$ cat src/rtl/easy_fifo_axis_reader.sv
// Bridges a native fixed-latency FIFO read port to an AXI-Stream master via a small prefetch buffer.
// Optional stall counter output enabled by EASY_FIFO_AXIS_READER_STALL_CNT_EN.
module easy_fifo_axis_reader #(
    parameter int unsigned DWIDTH     = 32,
    parameter int unsigned RD_LATENCY = 1,
    localparam int unsigned BUF_DEPTH = RD_LATENCY + 2,
    localparam int unsigned CNT_W     = $clog2(BUF_DEPTH + 1)
) (
    input  logic              clk,
    input  logic              rst,
    output logic              fifo_rd_en,
    input  logic [DWIDTH-1:0] fifo_rd_data,
    input  logic              fifo_rd_empty,
    output logic [DWIDTH-1:0] m_axis_tdata,
    output logic              m_axis_tvalid,
    input  logic              m_axis_tready,
    output logic [CNT_W-1:0]  buf_cnt
`ifdef EASY_FIFO_AXIS_READER_STALL_CNT_EN
    ,
    output logic [31:0]       stall_cnt
`endif
);

    localparam int unsigned PTR_W = $clog2(BUF_DEPTH);
    localparam int unsigned SUM_W = CNT_W + 1;

    if (RD_LATENCY != 1 && RD_LATENCY != 2) begin : g_bad_latency
        $error("easy_fifo_axis_reader: RD_LATENCY must be 1 or 2");
    end

    logic                  run;
    logic [RD_LATENCY-1:0] inflight;
    logic [CNT_W-1:0]      occ;
    logic [CNT_W-1:0]      n_inflight;
    logic [PTR_W-1:0]      wr_ptr;
    logic [PTR_W-1:0]      rd_ptr;
    logic [DWIDTH-1:0]     mem [BUF_DEPTH];
    logic                  wr;
    logic                  pop;
    logic                  issue_room;

    function automatic logic [PTR_W-1:0] ptr_inc(input logic [PTR_W-1:0] p);
        return (p == PTR_W'(BUF_DEPTH - 1)) ? '0 : p + PTR_W'(1);
    endfunction

    // Number of reads still travelling through the FIFO read pipeline.
    always_comb begin
        n_inflight = '0;
        for (int i = 0; i < int'(RD_LATENCY); i++) begin
            n_inflight = n_inflight + CNT_W'(inflight[i]);
        end
    end

    // Issue only while every outstanding word is guaranteed a free entry, independent of tready.
    assign issue_room    = (SUM_W'(occ) + SUM_W'(n_inflight)) <= SUM_W'(BUF_DEPTH - 2);
    assign fifo_rd_en    = run & ~fifo_rd_empty & issue_room;
    assign wr            = inflight[RD_LATENCY-1];
    assign m_axis_tvalid = (occ != '0);
    assign m_axis_tdata  = mem[rd_ptr];
    assign pop           = m_axis_tvalid & m_axis_tready;
    assign buf_cnt       = occ;

    // Control state; run holds off reads for the first cycle after reset release.
    always_ff @(posedge clk or negedge rst) begin
        if (!rst) begin
            run      <= 1'b0;
            inflight <= '0;
            occ      <= '0;
            wr_ptr   <= '0;
            rd_ptr   <= '0;
        end else begin
            run      <= 1'b1;
            inflight <= RD_LATENCY'({inflight, fifo_rd_en});
            occ      <= occ + CNT_W'(wr) - CNT_W'(pop);
            if (wr) begin
                wr_ptr <= ptr_inc(wr_ptr);
            end
            if (pop) begin
                rd_ptr <= ptr_inc(rd_ptr);
            end
        end
    end

    // Prefetch storage, cleared on reset so tdata reads 0 until a word lands.
    always_ff @(posedge clk or negedge rst) begin
        if (!rst) begin
            for (int i = 0; i < int'(BUF_DEPTH); i++) begin
                mem[i] <= '0;
            end
        end else if (wr) begin
            mem[wr_ptr] <= fifo_rd_data;
        end
    end

`ifdef EASY_FIFO_AXIS_READER_STALL_CNT_EN
    // Saturating count of cycles where a beat is offered but not taken.
    always_ff @(posedge clk or negedge rst) begin
        if (!rst) begin
            stall_cnt <= '0;
        end else if (m_axis_tvalid && !m_axis_tready && (stall_cnt != 32'hFFFF_FFFF)) begin
            stall_cnt <= stall_cnt + 32'd1;
        end
    end
`endif

endmodule

$ cat config.mk
export PLATFORM = sky130hd
export DESIGN_NAME = easy_fifo_axis_reader
export DESIGN_NICKNAME = d
export VERILOG_FILES = /design/src/rtl/easy_fifo_axis_reader.sv
export SDC_FILE = /design/constraint.sdc
export NUM_CORES = 1
export LEC_CHECK = 0
export ABC_AREA = 1
export BUFFER_PORTS_ARGS = -buffer_cell sky130_fd_sc_hd__buf_2
export CELL_PAD_IN_SITES_DETAIL_PLACEMENT = 0
export CELL_PAD_IN_SITES_GLOBAL_PLACEMENT = 2
export CORE_MARGIN = 10
export CORE_UTILIZATION = 25
export CTS_BUF_LIST = sky130_fd_sc_hd__clkbuf_4
export DETAILED_ROUTE_END_ITERATION = 12
export HOLD_SLACK_MARGIN = 0.1
export PLACE_DENSITY_LB_ADDON = 0.3
export SETUP_SLACK_MARGIN = 0.5
export SYNTH_ARGS = -nofsm -noshare
export SYNTH_HDL_FRONTEND = slang
export SYNTH_SLANG_ARGS = --single-unit
export TNS_END_PERCENT = 10
$ cat constraint.sdc
create_clock -name clk -period 1.5 [get_ports clk]
set_input_delay 0 -clock clk [delete_from_list [all_inputs] [get_ports clk]]
set_output_delay 0 -clock clk [all_outputs]
set_load 0.03 [all_outputs]
==> reports/results.ini, run 1 <==
[logic_synthesis]
yosys-top-cells-count=nand2_1, dfrtp_1, nand3_1, inv_1, o21ai_1
yosys_warnings=0
yosys.cell_types.count=22
ys_seq_elements=104
ys_seq_area_share_pct=54.6
synth_top_area_cell=dfrtp_1
syn-mean-instance-area_um2=8.37
postSynthCellCount=570
syn_nets=612
synth_most_common_cell=nand2_1
synth_top_area_share_pct=54.6
syn_area_um2=4770
synthArstFlopShare_pct=100
synth_edf_count=0
synth_area_leaders=dfrtp_1, nand2_1, nand3_1
synthFlopType=dfrtp_1

[timing]
rsz0062_at_grt=true
setup_viol=34
fin_crit_sh_pct=117
min_period_ns=1.76
maxSlewViolCount=0
max_freq_mhz=569
final.setup_skew_ns=0.0171
hold_violations=26
finalWorstSetupSlack_ns=-0.258
hold_ws_ns=-0.222

[die]
rows=50
initial_utilization_pct=25.5
io_pins=72
dieArea_um2=25000
die_h_um=158
core_area_um2=18700
dieWidth_um=158

[placed_design]
pre_cts_slack_ns=0.0265
gp_congestion=0.721
dpl.hpwl_um=8850
io_buffers=71

[finish]
syn_to_final_growth_pct=49.7
multiInputGateArea_um2=2670
nets=719
seq_area_um2=2610
fillers=1903
drive_gt1_share_pct=46.6
antennaDiodeCount=0

[outcome]
status=finished with violations
violations=negative hold slack, negative setup slack

[drt]
drt_iter0_drc=181
dr.pass1.iters=4
totalWireLength_um=14200
drc_errors=0
wl_per_cell_um=15.5
dr_total_vias=4124
viasPerCell=4.50
ant_nets=0

[global_route]
track_usage_pct=12.0
antenna_found_initial=0
grt_first_pass_wirelength_um=23500
grt_pass1_vias=4435
grt_max_degree=42
gr-total-overflow=0

[pwr]
power.density_nw_per_um2=2320
worst_ir_drop_vdd_mv=1.13
p_total_mw=16.6
power.leakage_nw=3.46

[critical_path]
start_kind=register
path_max_fanout=2
critical_path_required_ns=1.50
cp-end-kind=primary output
r2r_cells=10
path_class=register to primary output
cp.arrival_ns=1.76
path_cells=ha_4 -> inv_4 -> ha_4 -> inv_2 -> nand3_2 -> a21oi_4 -> buf_6
critPathSlowestCell=dfrtp_2
regToRegEndpoint=buf_cnt[1]
cp_common_cell=ha_4
max_stage_delay_ns=0.46
reg2reg_slack_ns=-0.04
r2r-start=buf_cnt[0]

[clock_tree]
cts_buffers=9
clk_pin_slew_ns=0.15
clkSinkCount=104
tritoncts=yes
postCtsHoldBufs=34
cts_buffer_depth=2
htreeDepth=3
insertion_delay_ns=0.48
cts_root_buf=clkbuf_4

[worst_hold_path]
holdPathEnd=inflight
hold_path_class=input port to register
worstHoldStart=fifo_rd_empty
min_path_cells=4

[run]
max_cap_viol_count=0

## stage by stage
step                TNS, ns  hold WS, ns  cells  area, um2  util [%]
floorplan           -0.0171       -0.296    570       4830         -
global placement          0      -0.0388    861       5520      29.5
detailed placement        0      -0.0382    861       5520      29.5
CTS                   -6.75       -0.265    914       6600      35.3
global route          -9.14       -0.256    916       7140      38.2
finish                -4.85       -0.222    916       7140      38.2
## cells in the final DEF (no fill, tap or decap), types with 7 or more instances in the layout
cell | Yosys | routed
nand2_4 | 0 | 54
dfrtp_1 | 104 | 97
dlygate4sd3_1 | 0 | 34
dfrtp_2 | 0 | 7
buf_2 | 16 | 36
inv_1 | 44 | 40
nand2_1 | 239 | 124
o21ai_2 | 9 | 34
clkbuf_4 | 0 | 10
nand3_1 | 68 | 31
nand3_2 | 1 | 37
nand2_2 | 0 | 60
buf_4 | 1 | 10
o21ai_1 | 35 | 28
buf_6 | 5 | 37
buf_12 | 3 | 8
## power by group
| group | switching (mW) | total, mW | internal, mW | leakage [nW] |
|---|---|---|---|---|
| sequential | 1.27 | 5.49 | 4.22 | 1.23 |
| clock | 0.960 | 1.48 | 0.521 | 0.0719 |
| combinational | 5.58 | 9.61 | 4.03 | 2.16 |
## layout make-up
class	instances	area share (%)
Inverter	47	2.51
Tap cell	234	4.10
Sequential cell	104	36.6
Multi-Input combinational cell	387	37.3
Clock buffer	10	1.05
Clock inverter	6	0.824
Timing Repair Buffer	128	17.6
## sequential cells by signal (all words and copies together) (netlist names)
| signal | flops |
|---|---|
| rd_ptr | 2 |
| inflight | 1 |
| buf_cnt | 2 |
| mem | 96 |
| wr_ptr | 2 |
| run | 1 |
## worst max-delay path, delay by kind of cell (launching register included)
kind	cells	cell delay, ns
DFF	1	0.46
AOI/OAI and AO/OA	1	0.14
and+or+nand+nor	1	0.07
adders and majority gates	2	0.37
buffers and inverters	3	0.26
## kinds of logic (layout without fill, tap and decap cells)
| logic type | count (synthesis) | count (layout) | share of synthesized area (%) |
|---|---|---|---|
| AO/OA/AOI/OAI | 67 | 67 | 7.74 |
| adder cells (fa/ha/maj) | 6 | 6 | 1.57 |
| buffers and inverters | 79 | 191 | 8.76 |
| flip-flops | 104 | 104 | 54.6 |
| other | 1 | 1 | 0.0786 |
| AND/OR/NAND/NOR | 313 | 313 | 27.3 |
## layer usage
metal / wire [um] / GRT usage (%)
met1: 6380 / 15.3
met2: 7090 / 19.4
met3: 526 / 2.44
met4: 238 / 4.50
met5: 0 / 0
## how the worst max path moves through the flow
stage                     from         end  slack (ns)  depth (start not counted)
CTS                 buf_cnt[0]  fifo_rd_en       -0.34                          7
detailed placement  buf_cnt[0]  fifo_rd_en        0.03                          7
global placement    buf_cnt[0]  fifo_rd_en        0.09                          7
floorplan           buf_cnt[1]  buf_cnt[1]       -0.01                          9
global route        buf_cnt[0]  fifo_rd_en       -0.37                          7
finish              buf_cnt[0]  fifo_rd_en       -0.26                          7
## what timing repair did
item / CTS / global route
setup endpoints to repair: 139 / 139
endpoints found under the hold margin: 203 / 26
gates resized for setup: 182 / 147
buffers inserted: 3 / 2
pin swaps: 21 / 104
Note: power is estimated with default switching activity, not from simulation.
==> inputs of run 2 (changes only) <==
--- a/config.mk
+++ b/config.mk
@@ -9,6 +9,7 @@
 export BUFFER_PORTS_ARGS = -buffer_cell sky130_fd_sc_hd__buf_2
 export CELL_PAD_IN_SITES_DETAIL_PLACEMENT = 0
 export CELL_PAD_IN_SITES_GLOBAL_PLACEMENT = 2
+export CORE_ASPECT_RATIO = 0.6
 export CORE_MARGIN = 10
 export CORE_UTILIZATION = 25
 export CTS_BUF_LIST = sky130_fd_sc_hd__clkbuf_4
==> reports/results.ini, run 2 (synthesized netlist as in run 1, its figures left out) <==
[clock_tree]
cts_root_buf=clkbuf_4  ; unchanged
clkSinkCount=104  ; unchanged
cts_buffer_depth=2  ; unchanged
insertion_delay_ns=0.47  ; was 0.48 ns
clk_pin_slew_ns=0.16  ; was 0.15 ns
postCtsHoldBufs=34  ; unchanged
cts_buffers=9  ; unchanged
tritoncts=yes  ; unchanged
htreeDepth=3  ; unchanged

[die]
rows=39  ; was 50
dieArea_um2=25200  ; was 25000 um2
die_h_um=127  ; was 158 um
dieWidth_um=198  ; was 158 um
initial_utilization_pct=25.3  ; was 25.5%
io_pins=72  ; unchanged
core_area_um2=18900  ; was 18700 um2

[drt]
drt_iter0_drc=267  ; was 181
ant_nets=0  ; unchanged
viasPerCell=4.45  ; was 4.50
drc_errors=0  ; unchanged
totalWireLength_um=15000  ; was 14200 um
dr.pass1.iters=4  ; unchanged
dr_total_vias=4163  ; was 4124
wl_per_cell_um=16.0  ; was 15.5 um

[timing]
max_freq_mhz=564  ; was 569 MHz
min_period_ns=1.77  ; was 1.76 ns
fin_setup_tns_ns=-5.85  ; was -4.85 ns
hold_ws_ns=-0.0840  ; was -0.222 ns
maxSlewViolCount=0  ; unchanged
setup_viol=34  ; unchanged
rsz0062_at_grt=true  ; unchanged
fin_crit_sh_pct=118  ; was 117%
hold_violations=5  ; was 26
finalWorstSetupSlack_ns=-0.274  ; was -0.258 ns
final.setup_skew_ns=0.0198  ; was 0.0171 ns

[placed_design]
dpl.hpwl_um=8920  ; was 8850 um
io_buffers=71  ; unchanged
gp_congestion=0.716  ; was 0.721

[finish]
largest_reg_flops=96  ; unchanged
nets=726  ; was 719
syn_to_final_growth_pct=49.3  ; was 49.7%
fillers=1920  ; was 1903
antennaDiodeCount=0  ; unchanged
layout_commonest_cell=nand2_1  ; unchanged
drive_gt1_share_pct=42.2  ; was 46.6%
layout_common_cells=nand2_1, dfrtp_1, nand2_2  ; unchanged
top_register=mem  ; unchanged

[worst_hold_path]
hold_path_class=input port to register  ; unchanged
min_path_cells=5  ; was 4
worstHoldStart=fifo_rd_empty  ; unchanged
holdPathEnd=inflight  ; unchanged

[pwr]
power.density_nw_per_um2=2360  ; was 2320 nW/um2
p_total_mw=16.8  ; was 16.6 mW
worst_ir_drop_vdd_mv=0.900  ; was 1.13 mV
power.leakage_nw=3.56  ; was 3.46 nW

[run]
max_cap_viol_count=0  ; unchanged

[critical_path]
cp.arrival_ns=1.77  ; was 1.76 ns
path_max_fanout=2  ; unchanged
path_class=register to primary output  ; unchanged
regToRegEndpoint=buf_cnt[1]  ; unchanged
start_kind=register  ; unchanged
reg2reg_slack_ns=-0.01  ; was -0.04 ns
r2r_cells=10  ; unchanged
critical_path_required_ns=1.50  ; about the same
cp-end-kind=primary output  ; unchanged
r2r-start=buf_cnt[0]  ; unchanged

[global_route]
grt_pass1_vias=4339  ; was 4435
grt_first_pass_wirelength_um=23500  ; unchanged
globalRoute.busiestLayer=met2  ; unchanged
antenna_found_initial=0  ; unchanged
use_met1_pct=15.4  ; was 15.3%
track_usage_pct=11.8  ; was 12.0%
gr-total-overflow=0  ; unchanged
use_met2_pct=19.3  ; was 19.4%
grt_max_degree=55  ; was 42
global_route.usage.met3_pct=3.22  ; was 2.44%

[outcome]
violations=negative hold slack, negative setup slack  ; unchanged
status=finished with violations  ; unchanged

-- run 2: report_power, final --
| part | total (mW) | switching [mW] | internal [mW] | leakage [nW] |
|---|---|---|---|---|
| clock network | 1.38 | 1.02 | 0.365 | 0.0683 |
| logic | 10.1 | 5.71 | 4.35 | 2.25 |
| registers | 5.37 | 1.16 | 4.21 | 1.24 |
-- run 2: stage by stage --
step	cell area (um2)	hold slack (ns)	std cells	util, %	worst slack (ns)
6_report	7120	-0.0840	935	37.7	-0.274
5_1_grt	7120	-0.122	935	37.7	-0.373
4_1_cts	6630	-0.124	926	35.1	-0.337
3_5_place_dp	5530	-0.0246	873	29.3	0.0181
3_3_place_gp	5530	-0.0279	873	29.3	0.0157
2_1_floorplan	4830	-0.296	570	-	-0.0111
-- run 2: how the worst max path moves through the flow --
stage | startpoint | endpoint | slack, ns | depth (start not counted)
after floorplan | buf_cnt[1] | buf_cnt[1] | -0.01 | 9
after global placement | inflight | buf_cnt[1] | 0.02 | 8
after detailed placement | buf_cnt[0] | fifo_rd_en | 0.02 | 7
after CTS | inflight | fifo_rd_en | -0.34 | 7
after global routing | inflight | fifo_rd_en | -0.37 | 7
final | inflight | fifo_rd_en | -0.27 | 7
-- run 2: final cells by class --
class / count / area (um2) / share of cell area, %
flip-flops and latches: 104 / 2610 / 36.6
multi-input cells: 387 / 2480 / 34.8
repair buffers: 135 / 1420 / 20.0
well taps: 246 / 308 / 4.32
inverters: 47 / 181 / 2.55
clock buffers: 9 / 67.6 / 0.949
clock inverters: 7 / 53.8 / 0.756
-- run 2: timing repair --
item | 4_1_cts | 5_1_grt
setup endpoints to repair | 139 | 139
gates resized for setup | 201 | 89
gates cloned | 0 | 5
buffers inserted | 3 | 4
pin swaps | 68 | 55
endpoints found under the hold margin | 204 | 28
-- run 2: critical path, cell delays in order (launching register included) --
cell and delay, ns:
dfrtp_2 0.48, ha_4 0.18, inv_4 0.06, buf_4 0.11
ha_4 0.12, nand2_2 0.06, a21oi_4 0.16, buf_6 0.15
-- run 2: layer usage --
metal	share of wire (%)	routed length, um
met2	47	7000
met1	49	7300
met4	0.43	65
met5	0	0
met3	4.0	595
